--- src/rtl/oversample_phase_picker_if.sv ---
// Window-in / recovered-bits-out bundle of the oversampling phase picker.
// The bench or upstream logic takes the master side; the picker takes the slave side.
interface oversample_phase_picker_if;
    logic [7:0] din;
    logic       din_valid;
    logic [2:0] dout;
    logic [1:0] dout_cnt;
    logic       dout_valid;
    logic [1:0] phase;
    logic       locked;

    modport master (
        output din, din_valid,
        input  dout, dout_cnt, dout_valid, phase, locked
    );

    modport slave (
        input  din, din_valid,
        output dout, dout_cnt, dout_valid, phase, locked
    );
endinterface

--- src/rtl/oversample_phase_picker.sv ---
// 4x-oversampled data recovery: edge detect per 8-sample window, phase voting and
// 1/2/3-bit extraction depending on whether the sampling phase wrapped.
module oversample_phase_picker #(
    parameter int unsigned VOTE_THRESH = 4,
    parameter int unsigned LOCK_CYCLES = 64,
    parameter int unsigned INIT_PHASE  = 2
) (
    input  logic                     clk,
    input  logic                     aresetn,
    oversample_phase_picker_if.slave bus
);

    localparam int unsigned VOTE_W = 4;
    localparam int unsigned LOCK_W = 8;
    localparam logic [VOTE_W-1:0] VOTE_MAX  = VOTE_W'(VOTE_THRESH);
    localparam logic [LOCK_W-1:0] LOCK_MAX  = LOCK_W'(LOCK_CYCLES);
    localparam logic [1:0]        PHASE_RST = 2'(INIT_PHASE);

    // S1 state
    logic [7:0]        r_s1;
    logic [3:0]        r_e1;
    logic              r_p7_s1;
    logic              r_v1;
    logic              r_p7;
    logic              r_first;

    // S2 state
    logic [1:0]        r_ph;
    logic [VOTE_W-1:0] r_up;
    logic [VOTE_W-1:0] r_dn;
    logic [LOCK_W-1:0] r_stab;
    logic              r_wrap_up;
    logic              r_wrap_dn;
    logic [2:0]        r_dout;
    logic [1:0]        r_dout_cnt;
    logic              r_dout_valid;
    logic              r_locked;

    logic [3:0]        w_edge;
    logic              w_vote;
    logic [1:0]        w_k;
    logic [1:0]        w_dist;
    logic [VOTE_W-1:0] w_up_n;
    logic [VOTE_W-1:0] w_dn_n;
    logic              w_step_up;
    logic              w_step_dn;
    logic [LOCK_W-1:0] w_stab_n;
    logic [2:0]        w_dout;
    logic [1:0]        w_dout_cnt;

    // Transitions into sample k of either UI half; e[0] also looks back at the previous window.
    always_comb begin
        w_edge[0] = (bus.din[0] ^ r_p7)       | (bus.din[4] ^ bus.din[3]);
        w_edge[1] = (bus.din[1] ^ bus.din[0]) | (bus.din[5] ^ bus.din[4]);
        w_edge[2] = (bus.din[2] ^ bus.din[1]) | (bus.din[6] ^ bus.din[5]);
        w_edge[3] = (bus.din[3] ^ bus.din[2]) | (bus.din[7] ^ bus.din[6]);
    end

    always_ff @(posedge clk or negedge aresetn) begin
        if (!aresetn) begin
            r_s1    <= '0;
            r_e1    <= '0;
            r_p7_s1 <= 1'b0;
            r_v1    <= 1'b0;
            r_p7    <= 1'b0;
            r_first <= 1'b1;
        end else begin
            r_v1 <= bus.din_valid;
            if (bus.din_valid) begin
                r_s1    <= bus.din;
                r_e1    <= r_first ? 4'b0000 : w_edge;
                r_p7_s1 <= r_p7;
                r_p7    <= bus.din[7];
                r_first <= 1'b0;
            end
        end
    end

    // Only an unambiguous single edge votes; the ideal phase sits two samples after it.
    always_comb begin
        w_vote = 1'b1;
        w_k    = 2'd0;
        case (r_e1)
            4'b0001: w_k = 2'd0;
            4'b0010: w_k = 2'd1;
            4'b0100: w_k = 2'd2;
            4'b1000: w_k = 2'd3;
            default: w_vote = 1'b0;
        endcase
        w_dist = (w_k + 2'd2) - r_ph;

        w_up_n = r_up;
        w_dn_n = r_dn;
        if (w_vote && (w_dist == 2'd1)) begin
            w_up_n = r_up + 4'd1;
            w_dn_n = '0;
        end else if (w_vote && (w_dist == 2'd3)) begin
            w_dn_n = r_dn + 4'd1;
            w_up_n = '0;
        end
        w_step_up = (w_up_n == VOTE_MAX);
        w_step_dn = (w_dn_n == VOTE_MAX);

        if (w_step_up || w_step_dn) begin
            w_stab_n = '0;
        end else if (r_stab == LOCK_MAX) begin
            w_stab_n = r_stab;
        end else begin
            w_stab_n = r_stab + 8'd1;
        end
    end

    // A wrap either skips the too-close sample or borrows the previous window's last one.
    always_comb begin
        w_dout     = {1'b0, r_s1[{1'b1, r_ph}], r_s1[{1'b0, r_ph}]};
        w_dout_cnt = 2'd2;
        if (r_wrap_up) begin
            w_dout     = {2'b00, r_s1[4]};
            w_dout_cnt = 2'd1;
        end else if (r_wrap_dn) begin
            w_dout     = {r_s1[7], r_s1[3], r_p7_s1};
            w_dout_cnt = 2'd3;
        end
    end

    always_ff @(posedge clk or negedge aresetn) begin
        if (!aresetn) begin
            r_ph         <= PHASE_RST;
            r_up         <= '0;
            r_dn         <= '0;
            r_stab       <= '0;
            r_wrap_up    <= 1'b0;
            r_wrap_dn    <= 1'b0;
            r_dout       <= '0;
            r_dout_cnt   <= '0;
            r_dout_valid <= 1'b0;
            r_locked     <= 1'b0;
        end else begin
            r_dout_valid <= r_v1;
            if (r_v1) begin
                r_dout     <= w_dout;
                r_dout_cnt <= w_dout_cnt;
                r_up       <= (w_step_up || w_step_dn) ? '0 : w_up_n;
                r_dn       <= (w_step_up || w_step_dn) ? '0 : w_dn_n;
                r_stab     <= w_stab_n;
                r_locked   <= (w_stab_n == LOCK_MAX);
                r_wrap_up  <= w_step_up && (r_ph == 2'd3);
                r_wrap_dn  <= w_step_dn && (r_ph == 2'd0);
                if (w_step_up) begin
                    r_ph <= r_ph + 2'd1;
                end else if (w_step_dn) begin
                    r_ph <= r_ph - 2'd1;
                end
            end
        end
    end

    assign bus.dout       = r_dout;
    assign bus.dout_cnt   = r_dout_cnt;
    assign bus.dout_valid = r_dout_valid;
    assign bus.phase      = r_ph;
    assign bus.locked     = r_locked;

endmodule
--- src/flat_wrapper.sv ---
// flat-port wrapper written by rule: the top's interface ports become plain ports
module oversample_phase_picker_flat 
#(
    parameter int unsigned VOTE_THRESH = 4,
    parameter int unsigned LOCK_CYCLES = 64,
    parameter int unsigned INIT_PHASE  = 2
)
  (clk, aresetn, bus_din, bus_din_valid, bus_dout, bus_dout_cnt, bus_dout_valid, bus_phase, bus_locked);
  oversample_phase_picker_if bus_i ();
  input  logic clk;
  input  logic aresetn;
  input wire logic [$bits(bus_i.din)-1:0] bus_din;
  input wire logic [$bits(bus_i.din_valid)-1:0] bus_din_valid;
  output wire logic [$bits(bus_i.dout)-1:0] bus_dout;
  output wire logic [$bits(bus_i.dout_cnt)-1:0] bus_dout_cnt;
  output wire logic [$bits(bus_i.dout_valid)-1:0] bus_dout_valid;
  output wire logic [$bits(bus_i.phase)-1:0] bus_phase;
  output wire logic [$bits(bus_i.locked)-1:0] bus_locked;
  assign bus_i.din = bus_din;
  assign bus_i.din_valid = bus_din_valid;
  assign bus_dout = bus_i.dout;
  assign bus_dout_cnt = bus_i.dout_cnt;
  assign bus_dout_valid = bus_i.dout_valid;
  assign bus_phase = bus_i.phase;
  assign bus_locked = bus_i.locked;
  oversample_phase_picker #(.VOTE_THRESH(VOTE_THRESH), .LOCK_CYCLES(LOCK_CYCLES), .INIT_PHASE(INIT_PHASE)) u_core (.clk(clk), .aresetn(aresetn), .bus(bus_i));
endmodule
--- config.mk ---
export PLATFORM = sky130hd
export DESIGN_NAME = oversample_phase_picker_flat
export DESIGN_NICKNAME = d
export VERILOG_FILES = /design/src/rtl/oversample_phase_picker_if.sv /design/src/rtl/oversample_phase_picker.sv /design/src/flat_wrapper.sv
export SDC_FILE = /design/constraint.sdc
export NUM_CORES = 1
export LEC_CHECK = 0
export CAP_MARGIN = 20
export CORE_ASPECT_RATIO = 1.5
export CORE_MARGIN = 8
export CORE_UTILIZATION = 62
export CTS_CLUSTER_SIZE = 8
export DETAILED_ROUTE_END_ITERATION = 10
export PLACE_DENSITY = 0.93
export SYNTH_ARGS = -nofsm -noshare
export SYNTH_HDL_FRONTEND = slang
export SYNTH_SLANG_ARGS = --single-unit
--- constraint.sdc ---
create_clock -name clk -period 7.2 [get_ports clk]
set_input_delay 0.72 -clock clk [delete_from_list [all_inputs] [get_ports clk]]
set_output_delay 0.72 -clock clk [all_outputs]
set_load 0.02 [all_outputs]
Word level (Yosys, flattened, before mapping):

Index checks and enable logic that the tools add are counted.

* output and inout port bits: 9
* word-level logic and storage cells: 78
* input bits: 11
* flip-flop bits (word level): 43

* bitwise operators: 12
* $lt $le $gt $ge: 2
* multiplexer cells: 21
* equal/unequal tests: 11
* reduce and logical (&&, ||, !) cells: 9
* add/sub/neg operators: 7

Operators with widths (count)
* $mux 4: 7
* $eq 8x7->1 const B: 2
* $mux 8: 2
* $eq 4x3->1 const B: 3
* $add 4x1->4 const B: 2
* $add 8x1->8 const B: 1
* $xor 1x1->1: 8
* $mux 2: 3
* $mux 3: 2
* $pmux 2 s3: 1
* $bmux 1 s2: 2
* $eq 2x2->1 const B: 2
* $eq 4x1->1 const B: 1
* $eq 4x2->1 const B: 1
* $eq 4x4->1 const B: 1
* $logic_and 1x1->1: 4
* $lt 2x4->1 const B: 1
* $lt 3x4->1 const B: 1
* $mux 1: 4
* $or 1x1->1: 4
* $reduce_or 4->1: 1
* $add 2x1->2 const B: 1
* $add 2x2->2 const B: 1
* $eq 2x1->1 const B: 1
* 6 further kinds: 6

Depth between registers and ports, before layout:

* depth in word-level cells: 12
* mapped depth: 11
* mapped depth without buffers: 10

Least setup slack after synthesis:

OpenSTA, ideal clock, no wires.

* kind: reg-to-reg
* start: reg u_core.r_e1[1]
* end: reg u_core.r_dn[0]
* path slack: 4.776 ns
* path buffers: 2
* cell stages (with the launch flop): 12
* library setup time: 0.125 ns
* clock period less this slack: 2.424 ns
* data arrival time: 2.300 ns
* required time: 7.075 ns
* path through: dfrtp_1 -> xor2_1 -> nand3_1 -> ha_1 -> xor2_2 -> xnor2_4 -> a2111oi_2 -> o2bb2a_4 -> buf_6 -> buf_4 -> o21ai_1 -> mux2_2

* cells in the longest elaborated chain, start to end: 11
* elaborated cells between the ends (all ways): 21
* those cells by class: add/sub (2); eq/ne (8); mux (7); reduce/logical (4)

Ends and longest elaborated chain
* start, declared: line oversample_phase_picker.sv:21 `logic [3:0] r_e1;`
* start signal, assigned: line oversample_phase_picker.sv:71 `r_e1 <= r_first ? 4'b0000 : w_edge;`
* $eq 4x4->1 (tied with other cells): line oversample_phase_picker.sv:83 `case (r_e1)`
* $pmux 2 s3: line oversample_phase_picker.sv:83
* $add 2x2->2: line oversample_phase_picker.sv:90 `w_dist = (w_k + 2'd2) - r_ph;`
* $sub 2x2->2: line oversample_phase_picker.sv:90
* $eq 2x2->1: line oversample_phase_picker.sv:97 `end else if (w_vote && (w_dist == 2'd3)) begin`
* $logic_and 1x1->1: line oversample_phase_picker.sv:97
* $mux 4: line oversample_phase_picker.sv:97
* $mux 4: line oversample_phase_picker.sv:94 `if (w_vote && (w_dist == 2'd1)) begin`
* $eq 4x3->1 (on tied branches): line oversample_phase_picker.sv:101, oversample_phase_picker.sv:102
* $logic_or 1x1->1: line oversample_phase_picker.sv:144 `r_dn <= (w_step_up || w_step_dn) ? '0 : w_dn_n;`
* $mux 4 (*): line oversample_phase_picker.sv:144
* end signal, assigned: line oversample_phase_picker.sv:144
* end, declared: line oversample_phase_picker.sv:30 `logic [VOTE_W-1:0] r_dn;`

Mark *: on every way between the ends. The rest lies on a longest branch, timed or not.
A chain may end at the register's enable or synchronous reset.

Worst setup path after layout:

* start: reg u_core.r_e1[1]
* end: reg u_core.r_locked (netlist: u_core.bus.locked)

* cells in the longest elaborated chain, start to end: 12
* elaborated cells between the ends (all ways): 22
* those cells by class: add/sub (2); eq/ne (9); mux (7); reduce/logical (4)

Ends and longest elaborated chain
* $eq 4x4->1 (tied with other cells): line oversample_phase_picker.sv:83
* $pmux 2 s3: line oversample_phase_picker.sv:83
* $add 2x2->2: line oversample_phase_picker.sv:90
* $sub 2x2->2: line oversample_phase_picker.sv:90
* $eq 2x2->1: line oversample_phase_picker.sv:97
* $logic_and 1x1->1: line oversample_phase_picker.sv:97
* $mux 4: line oversample_phase_picker.sv:97
* $mux 4: line oversample_phase_picker.sv:94
* $eq 4x3->1 (on tied branches): line oversample_phase_picker.sv:101, oversample_phase_picker.sv:102
* $logic_or 1x1->1 (*): line oversample_phase_picker.sv:104 `if (w_step_up || w_step_dn) begin`
* $mux 8 (*): line oversample_phase_picker.sv:104
* $eq 8x7->1 (*): line oversample_phase_picker.sv:146 `r_locked <= (w_stab_n == LOCK_MAX);`
* end signal, assigned: line oversample_phase_picker.sv:146
* end, declared: line oversample_phase_picker.sv:37 `logic r_locked;`

Marks and branches as above.

==> key figures <==
Run status
  • Outcome: finished, final reports clean

Power and ir drop
  • Pwr dens: between 300 and 400 nW/um2
  • P_leak: 1.17 nW
  • Pwr Total: 976 uW
  • Peak supply drop: 0.000279 V

Logic synthesis
  • Ys Warns: 0
  • Sequential-to-total area share from yosys stat: 0.421
  • Mapped Area: about 2500 um2
  • Post-synthesis async set-or-reset flop share: 1.00
  • #FFs+latches synth: 42
  • Ys flop type: dfrtp_1
  • Post-synth EDFFs: 0
  • Net Count, Synth: 260
  • Mapped Cells: 244
  • Syn Area/Cell: 10.3 um2
  • Unique masters post-synth: 58

Placed design
  • Gpl congestion: between 0.8 and 0.9
  • Port bufs: 19
  • Post-DP HPWL: ~3700 um
  • Inst Count DP: about 300
  • Dpl cell area: approximately 2700 um2

Critical path
  • CP Class: reg -> reg
  • Startpoint Class: flip-flop
  • CP endpoint kind: flip-flop
  • Crit path DAT: roughly 3.1 ns
  • CP bufs+invs: 0
  • Kind of cell adding the most delay to the critical path: compound AO/OA/AOI/OAI gates
  • CP cell instances: xor2_1, nand3_1, ha_1, xor2_2, nor2_1, a211oi_1, mux2i_1, a21oi_1, or2_4, o32ai_2
  • Path depth of the worst reg2reg path: 10
  • Slowest cell delay on critical path: 0.69 ns
  • CP max FO: 12
  • CP max stage cell: a21oi_1
  • CP Depth: 10
  • CP Data Required Time: 7.36 ns

STA
  • WHS: 0.498 ns
  • Fin Setup TNS: 0 ns
  • Max-Slew Margin vs Limit: 0.402
  • Period utilization: 0.408
  • RSZ-0062 raised after global routing: no
  • Min Tclk post-route: 2.94 ns
  • Fmax: approximately 0.34 GHz
  • # setup viols final: 0
  • Slew of the pin with the lowest slew margin: about 0.9 ns
  • Hold Vio Cnt, Final: 0
  • Worst Skew: 0.00968 ns
  • Final Max Tran Viols: 0

Routing
  • Routed WL per cell: ~17 um
  • Final antenna-violating net count: 0
  • Initial DRT Pass Iterations: 5
  • # DRC: 0
  • Initial drt markers: 106
  • Vias per std cell: 6.41
  • DR vias: a little under 2,000
  • Total Routed Length: 5290 um

Clock network
  • Sink Count: between 40 and 50
  • TritonCTS Buffers: 5
  • CTS tree: done
  • Number of buffers added for setup after CTS: 0
  • Worst-Skew Late Latency: 0.30 ns
  • CTS Root Cell: clkbuf_8
  • Post-cts sizing count: 0
  • CTS Hold Bufs: 0
  • H-tree depth: 2
  • CTS max path bufs: 2
  • CTS clock-pin slew for the worst setup and hold paths: 0.07 ns

Cells and area
  • Nets: 274
  • P&R area growth vs syn: 11.5%
  • Final cell count without fillers: 304
  • Fraction of layout cells with a size suffix above 1: 0.108
  • Antenna cell count: 0
  • Design area: 2790 um2

Min path
  • Hold Crit Class: reg -> reg
  • Hold Crit Depth: 1

Global routing
  • Vias in the first global route: around 1,900
  • Grt total ovfl: 0
  • Largest net degree at the start of global routing: 43
  • First-pass GRT wire length: 8910 um
  • Initial antenna violation count: 0
  • Global-route usage over all layers: 0.178

Floorplanning
  • Die X: 67.9 um
  • Die area: 6360 um2
  • IO Pins: 20
  • Starting density of the core: 0.637
  • Die height: 93.8 um
  • Num rows: 28
  • Core box area: between 3000 and 4000 um2

Flow run
  • MaxCap Viol Count: 0
==> Yosys cell counts, types with 2 or more instances <==
library cell  number  area (um2)
o21ai_1            5        25.0
ha_1               5        62.6
dfstp_2            2        52.6
a211oi_1           3        22.5
mux2i_1            4        40.0
a22oi_1            2        15.0
o2bb2ai_1          4        35.0
mux4_2             2        45.0
mux2_1             5        56.3
or3_1              2        12.5
nand2b_1           6        37.5
buf_6              2        22.5
o22ai_1            7        43.8
nor2_1            15        56.3
nor2b_1            3        18.8
xnor2_1            5        43.8
o21ai_0            5        25.0
nor3_1             9        45.0
a21o_1             4        30.0
nor4_1             2        12.5
nand4_1            6        37.5
nand3_1            8        40.0
a21oi_1            6        30.0
xor2_1            12         105
o31ai_1            4        30.0
dfrtp_1           40        1000
buf_4              2        15.0
inv_1             13        48.8
clkbuf_1           7        26.3
mux2_2             6        67.6
a22o_1             3        26.3
nand2_1           19        71.3
==> cells by family after synthesis <==
| logic type | share of synthesized area |
|---|---|
| AND/OR/NAND/NOR | 0.152 |
| AO/OA/AOI/OAI | 0.193 |
| flip-flops | 0.421 |
| buffers and inverters | 0.0485 |
| XOR/XNOR | 0.0770 |
| multiplexers | 0.0835 |
| adder cells (fa/ha/maj) | 0.0250 |
==> worst paths after layout <==
kind | startpoint | to | slack [ns]
hold reg to reg | u_core.r_s1[2]$_DFFE_PN0P_ | u_core.r_s1[2]$_DFFE_PN0P_ | 0.50
max in group asynchronous | aresetn | u_core.bus.locked$_DFFE_PN0P_ | 6.09
setup reg to reg | u_core.r_e1[1]$_DFFE_PN0P_ | u_core.bus.locked$_DFFE_PN0P_ | 4.26
hold / removal | u_core.r_s1[2]$_DFFE_PN0P_ | u_core.r_s1[2]$_DFFE_PN0P_ | 0.50
setup / recovery | u_core.r_e1[1]$_DFFE_PN0P_ | u_core.bus.locked$_DFFE_PN0P_ | 4.26
min in group asynchronous | aresetn | u_core.bus.dout_cnt[1]$_DFFE_PN0P_ | 0.55
==> placed cells by master, fill, tap and decap left out, types with 4 or more instances in the layout <==
master           count
clkdlybuf4s50_1     18
a21o_1               4
nand4_1              6
dfrtp_1             40
nand3_1              8
o21ai_1              5
clkbuf_8             5
xor2_1              12
nand2_1             19
nand2b_1             6
o2bb2ai_1            4
o22ai_1              7
mux2i_1              4
o31ai_1              4
mux2_2               6
o21ai_0              5
a21oi_1              6
inv_1               13
xnor2_1              5
nor2_1              15
mux2_1               5
ha_1                 5
nor3_1               9
==> flip-flops by register name, indices dropped and copies added, names as in the netlist <==
register,flops
u_core.r_first,1
u_core.bus.dout_valid,1
u_core.bus.dout,3
u_core.r_e1,4
u_core.r_dn,4
u_core.r_stab,8
u_core.r_v1,1
u_core.r_up,4
u_core.r_p7,1
u_core.bus.phase,2
u_core.r_wrap_dn,1
u_core.r_s1,7
u_core.bus.dout_cnt,2
u_core.r_p7_s1,1
u_core.bus.locked,1
u_core.r_wrap_up,1
==> per-stage QoR <==
stage | setup slack, ns | util
6_report | 4.26 | 0.710
5_1_grt | 4.03 | 0.710
4_1_cts | 4.26 | 0.710
3_5_place_dp | 4.30 | 0.682
3_3_place_gp | 4.50 | 0.682
2_1_floorplan | 4.78 | -
==> routing by layer <==
metal / wire length [um] / GRT usage
met1: 2110 / 0.205
met2: 2930 / 0.321
met4: 97 / 0.0600
met5: 0 / 0
met3: 161 / 0.0251
==> where the power goes <==
group / switching (mW) / total, mW / internal, mW
clock: 0.0788 / 0.182 / 0.103
sequential: 0.0830 / 0.377 / 0.294
combinational: 0.221 / 0.416 / 0.195
==> layout make-up <==
class	count	area [um2]
clock buffers	6	72.6
clock inverters	2	37.5
fillers	262	1140
inverters	13	48.8
multi-input cells	176	1330
flip-flops and latches	42	1050
well taps	45	56.3
repair buffers	20	193
(Power assumes the default switching activity.)
